[config.mk]
export PLATFORM = sky130hd
export DESIGN_NAME = crank_wheel_gen
export DESIGN_NICKNAME = d
export VERILOG_FILES = /design/src/rtl/crank_wheel_gen.sv
export SDC_FILE = /design/constraint.sdc
export NUM_CORES = 1
export LEC_CHECK = 0
export CORE_MARGIN = 3
export CORE_UTILIZATION = 35
export DETAILED_ROUTE_END_ITERATION = 8
export PLACE_DENSITY = 0.68
export SYNTH_ARGS = -nofsm -noshare
export SYNTH_HDL_FRONTEND = slang
export SYNTH_SLANG_ARGS = --single-unit
[constraint.sdc]
create_clock -name clk -period 2.1 [get_ports clk]
set_clock_uncertainty 0.05 [all_clocks]
set_input_delay 0.21 -clock clk [delete_from_list [all_inputs] [get_ports clk]]
set_output_delay 0.21 -clock clk [all_outputs]
set_load 0.02 [all_outputs]
[src/rtl/crank_wheel_gen.sv]
// Crank/cam trigger-wheel emulator: N-M VR tooth train plus once-per-cycle cam pulse.
// Optional build macro CRANK_GEN_RAMP_EN: per-tooth prescaler ramp instead of per-tooth reload.
module crank_wheel_gen #(
  parameter int unsigned TEETH_TOTAL     = 60,
  parameter int unsigned TEETH_MISSING   = 2,
  parameter int unsigned TICKS_PER_TOOTH = 64,
  parameter int unsigned CAM_ON_TOOTH    = 4,
  parameter int unsigned CAM_OFF_TOOTH   = 54
) (
  input  logic       clk,
  input  logic       rst,
  input  logic       en,
  input  logic [7:0] presc,
  input  logic [3:0] ramp_step,
  input  logic       ramp_dir,
  output logic       vr,
  output logic       cam,
  output logic [5:0] tooth_idx,
  output logic       gap,
  output logic       rev_strobe
);

  localparam int unsigned LAST_TOOTH = TEETH_TOTAL - TEETH_MISSING - 1;
  localparam int unsigned GAP_TOP    = (TEETH_MISSING + 1) * TICKS_PER_TOOTH - 1;
  localparam int unsigned TCKC_W     = (GAP_TOP < 2) ? 1 : $clog2(GAP_TOP + 1);

  localparam logic [TCKC_W-1:0] NORM_TOP    = TCKC_W'(TICKS_PER_TOOTH - 1);
  localparam logic [TCKC_W-1:0] LONG_TOP    = TCKC_W'(GAP_TOP);
  localparam logic [5:0]        LAST_IDX    = 6'(LAST_TOOTH);
  localparam logic [5:0]        CAM_ON_IDX  = 6'(CAM_ON_TOOTH);
  localparam logic [5:0]        CAM_OFF_IDX = 6'(CAM_OFF_TOOTH);

  logic              run_q, run_d;
  logic [7:0]        scnt_q, scnt_d;
  logic [TCKC_W-1:0] tckc_q, tckc_d;
  logic [7:0]        presc_cur_q, presc_cur_d;
  logic              cam_phase_q, cam_phase_d;
  logic              vr_q, vr_d;
  logic              cam_q, cam_d;
  logic [5:0]        tooth_q, tooth_d;
  logic              gap_q, gap_d;
  logic              rev_q, rev_d;

  logic              tick;
  logic [TCKC_W-1:0] top;
  logic [7:0]        presc_next;

`ifdef CRANK_GEN_RAMP_EN
  logic [8:0] ramp_sum;

  // Saturating ramp so a long sweep parks at the speed limit instead of wrapping.
  always_comb begin
    ramp_sum = {1'b0, presc_cur_q} + {5'b0, ramp_step};
    if (ramp_dir) begin
      presc_next = ramp_sum[8] ? 8'hFF : ramp_sum[7:0];
    end else begin
      presc_next = (presc_cur_q < {4'b0, ramp_step}) ? 8'h00 : presc_cur_q - {4'b0, ramp_step};
    end
  end
`else
  logic unused_ramp;
  assign unused_ramp = ^{ramp_step, ramp_dir};
  assign presc_next  = presc;
`endif

  assign tick = (scnt_q == presc_cur_q);
  assign top  = (tooth_q == LAST_IDX) ? LONG_TOP : NORM_TOP;

  always_comb begin
    run_d       = run_q;
    scnt_d      = scnt_q;
    tckc_d      = tckc_q;
    presc_cur_d = presc_cur_q;
    cam_phase_d = cam_phase_q;
    vr_d        = vr_q;
    cam_d       = cam_q;
    tooth_d     = tooth_q;
    gap_d       = gap_q;
    rev_d       = 1'b0;

    if (!en) begin
      run_d       = 1'b0;
      scnt_d      = '0;
      tckc_d      = '0;
      presc_cur_d = '0;
      cam_phase_d = 1'b0;
      vr_d        = 1'b0;
      cam_d       = 1'b0;
      tooth_d     = '0;
      gap_d       = 1'b0;
    end else if (!run_q) begin
      // Start-up cycle: latch the speed and begin at tooth 0 without a rev strobe.
      run_d       = 1'b1;
      presc_cur_d = presc;
      scnt_d      = '0;
      tckc_d      = '0;
      tooth_d     = '0;
    end else begin
      scnt_d = tick ? 8'h00 : scnt_q + 8'h01;
      if (tick) begin
        if (tckc_q == top) begin
          tckc_d = '0;
          vr_d   = 1'b0;
          if (tooth_q == LAST_IDX) begin
            tooth_d     = '0;
            cam_phase_d = ~cam_phase_q;
            rev_d       = 1'b1;
          end else begin
            tooth_d = tooth_q + 6'd1;
          end
          if (tooth_d == CAM_ON_IDX && cam_phase_d) begin
            cam_d = 1'b1;
          end
          if (tooth_d == CAM_OFF_IDX) begin
            cam_d = 1'b0;
          end
          gap_d       = (tooth_d == LAST_IDX);
          presc_cur_d = presc_next;
        end else begin
          if (tckc_q == (top >> 1)) begin
            vr_d = 1'b1;
          end
          tckc_d = tckc_q + 1'b1;
        end
      end
    end
  end

  always_ff @(posedge clk or negedge rst) begin
    if (!rst) begin
      run_q       <= 1'b0;
      scnt_q      <= '0;
      tckc_q      <= '0;
      presc_cur_q <= '0;
      cam_phase_q <= 1'b0;
      vr_q        <= 1'b0;
      cam_q       <= 1'b0;
      tooth_q     <= '0;
      gap_q       <= 1'b0;
      rev_q       <= 1'b0;
    end else begin
      run_q       <= run_d;
      scnt_q      <= scnt_d;
      tckc_q      <= tckc_d;
      presc_cur_q <= presc_cur_d;
      cam_phase_q <= cam_phase_d;
      vr_q        <= vr_d;
      cam_q       <= cam_d;
      tooth_q     <= tooth_d;
      gap_q       <= gap_d;
      rev_q       <= rev_d;
    end
  end

  assign vr         = vr_q;
  assign cam        = cam_q;
  assign tooth_idx  = tooth_q;
  assign gap        = gap_q;
  assign rev_strobe = rev_q;

endmodule

[After elaboration in Yosys (flattened, before gate mapping)]
Cells that the tools add are included.
Storage, ports and cells
  register bits after elaboration: 36
  bits of input ports: 16
  output and inout port bits: 10
  word-level logic and storage cells: 84
Operators by class
  add/sub/neg operators: 3
  equality and inequality tests: 14
  multiplexer cells: 51
  bitwise logic cells: 1
  reduce and logical (&&, ||, !) cells: 5
Operators by type and width (count)
  8-bit two-way mux: 12
  6-bit two-way mux: 9
  1-bit two-way mux: 30
  6-bit equality test (second input constant): 3
  8-bit by 1-bit adder with 8-bit output (second input constant): 2
  8-bit equality test: 2
  8-bit by 7-bit equality test with 1-bit output: 1
  6-bit by 1-bit adder with 6-bit output (second input constant): 1
  6-bit by 3-bit equality test with 1-bit output (second input constant): 1
  2-bit by 1-bit != test with 1-bit output (second input constant): 3
  3-bit by 1-bit != test with 1-bit output (second input constant): 2
  3-bit by 2-bit != test with 1-bit output (second input constant): 2
  3-bit AND reduction: 2
  4-bit AND reduction: 1
  2-bit AND reduction: 1
  1-bit logical AND: 1
  1-bit inverter: 1

[Depth between registers and ports, before layout]
Gate-level depths: netlist of the first run.
  depth in word-level cells: 15
  mapped depth: 8
  depth with buffers taken out: 7

[Least setup slack after synthesis of the first run]
OpenSTA, ideal clock, no wires.
  path kind: reg2reg
  start: register tooth_q[0], in the netlist tooth_idx[0]
  end: register gap_q, in the netlist gap
  setup time: 128 ps
  arrival time: 1999 ps
  data required time: 1922 ps
  setup slack: -77 ps
  cell stages (with the launch flop): 7
  buffers on the path: 0
  clock period less this slack: 2177 ps
  cell sequence: dfrtp_1 ha_1 nand4_2 or3_1 and3_4 a31oi_1 mux2_1
Between the ends
  cells in the longest elaborated chain, start to end: 11
  elaborated cells on any way between the ends: 16
  those cells by class: add/sub (1); eq/ne (4); mux (10); reduce/logical (1)
RTL lines
  from (decl): line 40  | logic [5:0] tooth_q, tooth_d;
  from (signal assigned): line 149  | tooth_q <= tooth_d;
  6-bit by 1-bit adder with 6-bit output or 6-bit equality test (tied branches): line 109, 67, 104
  6-bit two-way mux: line 104  | if (tooth_q == LAST_IDX) begin
  6-bit two-way mux: line 101  | if (tckc_q == top) begin
  6-bit two-way mux: line 100  | if (tick) begin
  6-bit two-way mux: line 91  | end else if (!run_q) begin
  6-bit two-way mux: line 81  | if (!en) begin
  6-bit equality test: line 117  | gap_d = (tooth_d == LAST_IDX);
  1-bit two-way mux: line 101
  1-bit two-way mux: line 100
  1-bit two-way mux: line 91
  1-bit two-way mux: line 81
  to (signal assigned): line 150  | gap_q <= gap_d;
  to (decl): line 41  | logic gap_q, gap_d;
Parallel ways exist; a longest one is shown, timed or not. The select of a mux whose other input is x is not followed.
A chain may end at the register's enable or synchronous reset.

[Worst setup path after layout of the first run]
  start: register tckc_q[1]
  end: register gap_q, in the netlist gap
Between the ends
  cells in the longest elaborated chain, start to end: 3
RTL lines
  from (decl): line 35  | logic [TCKC_W-1:0] tckc_q, tckc_d;
  from (signal assigned): line 144  | tckc_q <= tckc_d;
  8-bit equality test: line 101
  2-bit by 1-bit != test with 1-bit output (no line)
  3-bit AND reduction (no line)
Every way passes these cells.

==> results of run 1 <==
==> kinds of logic after synthesis <==
| logic type | synth area share |
|---|---|
| buffers and inverters | 0.0278 |
| flip-flops | 0.436 |
| multiplexers | 0.0103 |
| adder cells (fa/ha/maj) | 0.0242 |
| AO/OA/AOI/OAI | 0.190 |
| XOR/XNOR | 0.0720 |
| AND/OR/NAND/NOR | 0.240 |
==> sequential cells by signal, indices dropped and copies added (netlist names) <==
name / cells
presc_cur_q: 8
cam: 1
run_q: 1
tooth_idx: 6
rev_strobe: 1
scnt_q: 8
vr: 1
gap: 1
tckc_q: 8
cam_phase_q: 1
==> synth_stat cells, drive strengths merged (2+ instances only) <==
cell / n / area (sq um)
xor2: 12 / 105
nand2b: 3 / 18.8
a31oi: 2 / 18.8
dfrtp: 36 / 901
nor3: 5 / 25.0
clkbuf: 6 / 22.5
a21oi: 7 / 38.8
xnor2: 5 / 43.8
o31ai: 10 / 75.1
nor2: 16 / 60.1
nand4: 4 / 31.3
or4: 2 / 15.0
o21ai: 23 / 115
and3: 5 / 36.3
a21o: 5 / 37.5
a32o: 2 / 20.0
nor3b: 2 / 20.0
nand3: 12 / 60.1
ha: 4 / 50.1
nand2: 19 / 73.8
or3: 4 / 30.0
inv: 4 / 15.0
a21boi: 2 / 15.0
buf: 4 / 20.0
and2: 4 / 25.0
nor4: 3 / 48.8
==> final cells by class <==
type	instances	share of cell area
well taps	72	0.0326
flip-flops and latches	36	0.327
clock buffers	7	0.0348
inverters	4	0.00543
clock inverters	1	0.0109
repair buffers	49	0.155
multi-input cells	167	0.435
==> through the flow <==
step	worst slack [ps]	hold slack, ps	TNS (ps)
6_report	60.4	411	0
5_1_grt	-67.9	425	-127
4_1_cts	-3.45	406	-3.45
3_5_place_dp	13.1	306	0
3_3_place_gp	31.6	298	0
2_1_floorplan	19.6	-136	0
==> worst max-delay path: cells and delay by family, from the launching register on <==
family	cells	cell delay [ps]
buffers and inverters	1	170
AO/OA/AOI/OAI	1	100
multiplexers	1	310
adder cells (fa/ha/maj)	1	220
flip-flops	1	360
AND/OR/NAND/NOR	3	710
==> timing repair <==
action,in CTS,in global routing
hold endpoints to repair,36,0
endpoints found under the setup margin,3,20
hold buffers,1,0
gates resized for setup,3,14
buffers inserted,0,5
pin swaps,0,9
==> power groups by stage <==
stage | Clock, mW | Combinational (mW) | Sequential (mW)
after CTS | 0.689 | 0.202 | 0.731
final | 0.671 | 0.221 | 0.731
after global routing | 0.718 | 0.242 | 0.734
after floorplan | 0 | 0.113 | 0.740
after global placement | 0 | 0.195 | 0.744
after detailed placement | 0 | 0.198 | 0.745
==> per-layer routing <==
metal	track usage	routed length [um]	vias to the layer above
met2	0.237	2460	31
met4	0.0490	74	0
li1	-	-	875
met5	0	0	-
met1	0.194	2290	856
met3	0.0327	200	7
==> worst min path at each step <==
stage             start              to  slack (ps)  depth (start not counted)
2_1_floorplan       rst             cam        -140                          0
3_3_place_gp        rst  presc_cur_q[0]         300                          1
3_5_place_dp        rst  presc_cur_q[0]         310                          1
4_1_cts        presc[2]  presc_cur_q[2]         410                          3
5_1_grt        presc[1]  presc_cur_q[1]         420                          3
6_report       presc[2]  presc_cur_q[2]         410                          3
==> run_results.csv, run 1 <==
group,metric,value,unit
outcome,outcome,"finished clean",
drt,antenna_left,0,
drt,vias_per_cell,5.26,
pwr,power.density,587,nW/um^2
drt,wl_per_cell,14.9,um
cells_and_area,stdcell_area,2770,sq um
timing,rsz0062_at_grt,"yes",
yosys,async_flop_share,1.00,
yosys,yosysSeqAreaShare,0.436,
timing,max_slew_margin,0.462,
clock_network,clk_latency,290,ps
timing,hold_viol,0,
cells_and_area,finish.utilization,0.493,
drt,drc_errors,0,
critical_path,worstSetupPathType,"flop to flop",
global_routing,grt_overflow_total,0,
drt,routed_wl,5020,um
pwr,power_switching,390,uW
timing,fmax,490,MHz
clock_network,clk_pin_slew,70,ps
cells_and_area,stdcell_count,336,
drt,drt_iter0_drc,138,
critical_path,critPathCaptureType,"flop",
critical_path,critPathRequiredTime,2230,ps
cells_and_area,fillers,540,
pwr,internal_power,1.23,mW
cells_and_area,final_common_cell,"dfrtp_1",
critical_path,r2r-start,"tckc_q[1]",
timing,final.min_clock_period,2040,ps
critical_path,r2r_cells,7,
critical_path,path_cells,"ha_2 > nand4_1 > nor3b_4 > buf_4 > and3_4 > a31oi_4 > mux2_4",
floorplanning,core.rowCount,27,
pwr,pwr-share-clk,0.414,
floorplanning,die_height,82.9,um
floorplanning,start_util,0.369,
global_routing,grt_pass1_vias,1692,
yosys,synth_edf_count,0,
floorplanning,core,5610,sq um
critical_path,crit_end,"gap",
cells_and_area,area_delta_synth_final,33.8,%
place,dpl_cell_area,2500,sq um
floorplanning,dieArea,6870,sq um
global_routing,antenna_found_initial,0,
yosys,yosys.cell_types.count,51,
clock_network,root_buffer,"clkbuf_8",
global_routing,track_usage,0.146,
cells_and_area,final_cell_mix,"dfrtp_1, buf_4, clkdlybuf4s50_1",
yosys,yosys_warnings,0,
floorplanning,ios,26,
clock_network,cts_sinks,36,
cells_and_area,layout.nets,283,
critical_path,max_stage_delay,360,ps
drt,route.vias.total,1769,
critical_path,start_kind,"flop",
global_routing,grt_pass1_wl,8270,um
drt,dr.pass1.iters,4,
timing,report.final.slew_viol_count,0,
pwr,p_sw_frac,0.240,
clock_network,cts_buffers,5,
cells_and_area,multi_input_area,1200,sq um
pwr,leakagePower,1.24,nW
cells_and_area,layout-drive-gt1-share,0.231,
clock_network,cts_max_level,2,
critical_path,cp-startpoint,"tckc_q[1]",
global_routing,grt_max_degree,37,
timing,final-setup-viol-count,0,
critical_path,crit_fanout,5,
place,place_congestion,0.846,
yosys,postSynthAreaPerCell,9.53,sq um
critical_path,rr_endpoint,"gap",
floorplanning,die-width,82.9,um
yosys,synth-main-ff-cell,"dfrtp_1",
timing,worst_pin_slew,807,ps
cells_and_area,num_antenna_cells,0,
cells_and_area,seq_area,903,sq um
yosys,synth_cells,217,
place,dp.cells,322,
clock_network,clock_path_buffers,2,
pwr,finalPower,1.62,mW
clock_network,cts_tree,"yes",
critical_path,worstPathArrival,2170,ps
place,dpl.hpwl,3470,um
min_path,worstHoldPathType,"input pin to flop",
pwr,pwr-share-seq,0.450,
critical_path,cpMaxStageDelayCell,"dfrtp_1",
flow_run,maxCapViolCount,0,
yosys,ys_ff_latch,36,
place,portBuffers,20,
critical_path,reg2reg_setup_slack,60,ps
timing,fin_crit_sh,0.971,
yosys,synth_fp_nets,237,
pwr,comb_power_share,0.136,
yosys,netlist_area,2070,sq um
pwr,ir_worst_vdd,0.292,mV
Power figures use the tool's default switching activity.
==> inputs of run 2 (changes only) <==
--- a/config.mk
+++ b/config.mk
@@ -8,7 +8,8 @@
 export CORE_MARGIN = 3
 export CORE_UTILIZATION = 35
 export DETAILED_ROUTE_END_ITERATION = 8
-export PLACE_DENSITY = 0.68
+export HOLD_SLACK_MARGIN = 0.12
+export PLACE_DENSITY = 0.66
 export SYNTH_ARGS = -nofsm -noshare
 export SYNTH_HDL_FRONTEND = slang
 export SYNTH_SLANG_ARGS = --single-unit
==> constraint.sdc (replaced) <==
create_clock -name clk -period 2.3 [get_ports clk]
set_clock_uncertainty 0.05 [all_clocks]
set_input_delay 0.23 -clock clk [delete_from_list [all_inputs] [get_ports clk]]
set_output_delay 0.23 -clock clk [all_outputs]
set_load 0.02 [all_outputs]
==> run 2 against run 1 <==
  * Combinational power is 24% lower
  * Routed wire length is 11% lower
  * Global-route usage is 0.75 points lower
  * Register-to-register slack better by 90 ps
==> run_results.csv, run 2 (synthesis gave the netlist of run 1 again) <==
group,metric,value,unit
timing,rsz0062_at_grt,"no",
timing,layout_setup_ws,154,ps
global_routing,antenna_found_initial,0,
critical_path,start_kind,"flop",
outcome,outcome,"finished clean",
global_routing,grt_overflow_total,0,
clock_network,clk_latency,290,ps
pwr,ir_worst_vdd,0.248,mV
timing,max_slew_margin,0.456,
global_routing,grt_max_degree,37,
drt,antenna_left,0,
cells_and_area,stdcell_count,322,
floorplanning,core,5610,sq um
flow_run,maxCapViolCount,0,
critical_path,critPathRequiredTime,2460,ps
floorplanning,die-width,82.9,um
floorplanning,start_util,0.369,
floorplanning,ios,26,
drt,wl_per_cell,13.9,um
critical_path,critPathCaptureType,"flop",
clock_network,clock_path_buffers,2,
clock_network,cts_max_level,2,
critical_path,max_stage_delay,490,ps
timing,setup_tns,0,ps
cells_and_area,fillers,572,
global_routing,grt_pass1_wl,7910,um
critical_path,worstSetupPathType,"flop to flop",
clock_network,cts_buffers,5,
timing,fmax,466,MHz
cells_and_area,final_cell_mix,"dfrtp_1, clkdlybuf4s50_1, nand2_1",
cells_and_area,layout.nets,269,
critical_path,crit_fanout,5,
drt,drt_iter0_drc,98,
cells_and_area,area_delta_synth_final,23.0,%
global_routing,track_usage,0.139,
place,dp.cells,313,
drt,routed_wl,4470,um
timing,hold_viol,0,
cells_and_area,reg.largest.list,"presc_cur_q (8), scnt_q (8), tckc_q (8)",
drt,dr.pass1.iters,4,
drt,vias_per_cell,5.31,
place,pre_cts_ws,164,ps
clock_network,cts_setup_buffers,0,
timing,fin_crit_sh,0.933,
clock_network,cts_sinks,36,
cells_and_area,layout-drive-gt1-share,0.132,
pwr,leakagePower,1.15,nW
drt,route.vias.total,1709,
cells_and_area,final_common_cell,"dfrtp_1",
timing,report.final.slew_viol_count,0,
place,dpl.hpwl,3350,um
timing,worst_pin_slew,817,ps
pwr,power.density,550,nW/um^2
cells_and_area,stdcell_area,2540,sq um
place,dpl_cell_area,2420,sq um
timing,final-setup-viol-count,0,
clock_network,clk_pin_slew,80,ps
floorplanning,die_height,82.9,um
critical_path,path_cells,"ha_1 > nand4_1 > nor3b_4 > nand3_1 > or4_1 > a21oi_1",
cells_and_area,num_antenna_cells,0,
critical_path,worstPathArrival,2310,ps
global_routing,grt_pass1_vias,1706,
clock_network,cts_tree,"yes",
floorplanning,core.rowCount,27,
cells_and_area,finish.utilization,0.454,
place,place_congestion,0.826,
place,portBuffers,20,
clock_network,root_buffer,"clkbuf_8",
drt,drc_errors,0,
floorplanning,dieArea,6870,sq um
min_path,worstHoldPathType,"input pin to flop",
critical_path,cpMaxStageDelayCell,"or4_1",
timing,final.min_clock_period,2150,ps
run 2: worst paths after layout:
| check | cells after the start | to | slack [ps] | startpoint |
|---|---|---|---|---|
| setup / recovery | 6 | tooth_idx[3] | 150 | tckc_q[0] |
| hold / removal | 3 | presc_cur_q[1] | 430 | presc[1] |
| setup reg to reg | 6 | tooth_idx[3] | 150 | tckc_q[0] |
| hold reg to reg | 1 | gap | 460 | gap |
| max in group asynchronous | 2 | presc_cur_q[2] | 1170 | rst |
| min in group asynchronous | 2 | presc_cur_q[3] | 510 | rst |
run 2: metal layers:
metal  wire (um)  vias up  GRT usage
met3         108        8     0.0268
met4          99        0     0.0550
met1        2210      826      0.189
met2        2050       23      0.218
met5           0        -          0
li1            -      852          -
run 2: area by class of cell:
type	instances	area (sq um)	area share
clock buffer	5	68.8	0.0271
clock inverter	3	42.5	0.0167
inverter	4	15.0	0.00590
multi-input combinational	167	1120	0.439
sequential	36	901	0.354
tap	72	90.1	0.0354
timing repair buffer	35	310	0.122
run 2: power by group:
group	internal, mW	leakage, nW	switching, mW	total (mW)
sequential	0.652	0.492	0.0156	0.667
combinational	0.0709	0.600	0.0981	0.169
clock	0.321	0.0541	0.242	0.563
total	1.04	1.15	0.356	1.40
run 2: stage by stage:
| stage | power (mW) | hold slack [ps] |
|---|---|---|
| 6_report | 1.40 | 428 |
| 4_1_cts | 1.41 | 429 |
| 3_3_place_gp | 0.848 | 321 |
| 2_1_floorplan | 0.779 | -116 |
| 5_1_grt | 1.46 | 450 |
| 3_5_place_dp | 0.850 | 316 |
run 2: what timing repair did:
item | in CTS | in global routing
endpoints found under the hold margin | 36 | 0
endpoints found under the setup margin | 0 | 1
hold buffers | 1 | 0
gates resized for setup | 0 | 1
run 2: critical path, delay by kind of cell (launching register included):
| kind | cells | cell delay [ps] |
|---|---|---|
| simple gates | 4 | 1180 |
| compound gates | 1 | 180 |
| flops | 1 | 410 |
| fa+ha+maj | 1 | 260 |
==> inputs of run 3 (changes only) <==
--- a/config.mk
+++ b/config.mk
@@ -5,6 +5,7 @@
 export SDC_FILE = /design/constraint.sdc
 export NUM_CORES = 1
 export LEC_CHECK = 0
+export CAP_MARGIN = 5
 export CORE_MARGIN = 3
 export CORE_UTILIZATION = 35
 export DETAILED_ROUTE_END_ITERATION = 8
==> results of run 3 <==
The final DEF is identical to that of run 2; final timing and power are the same.
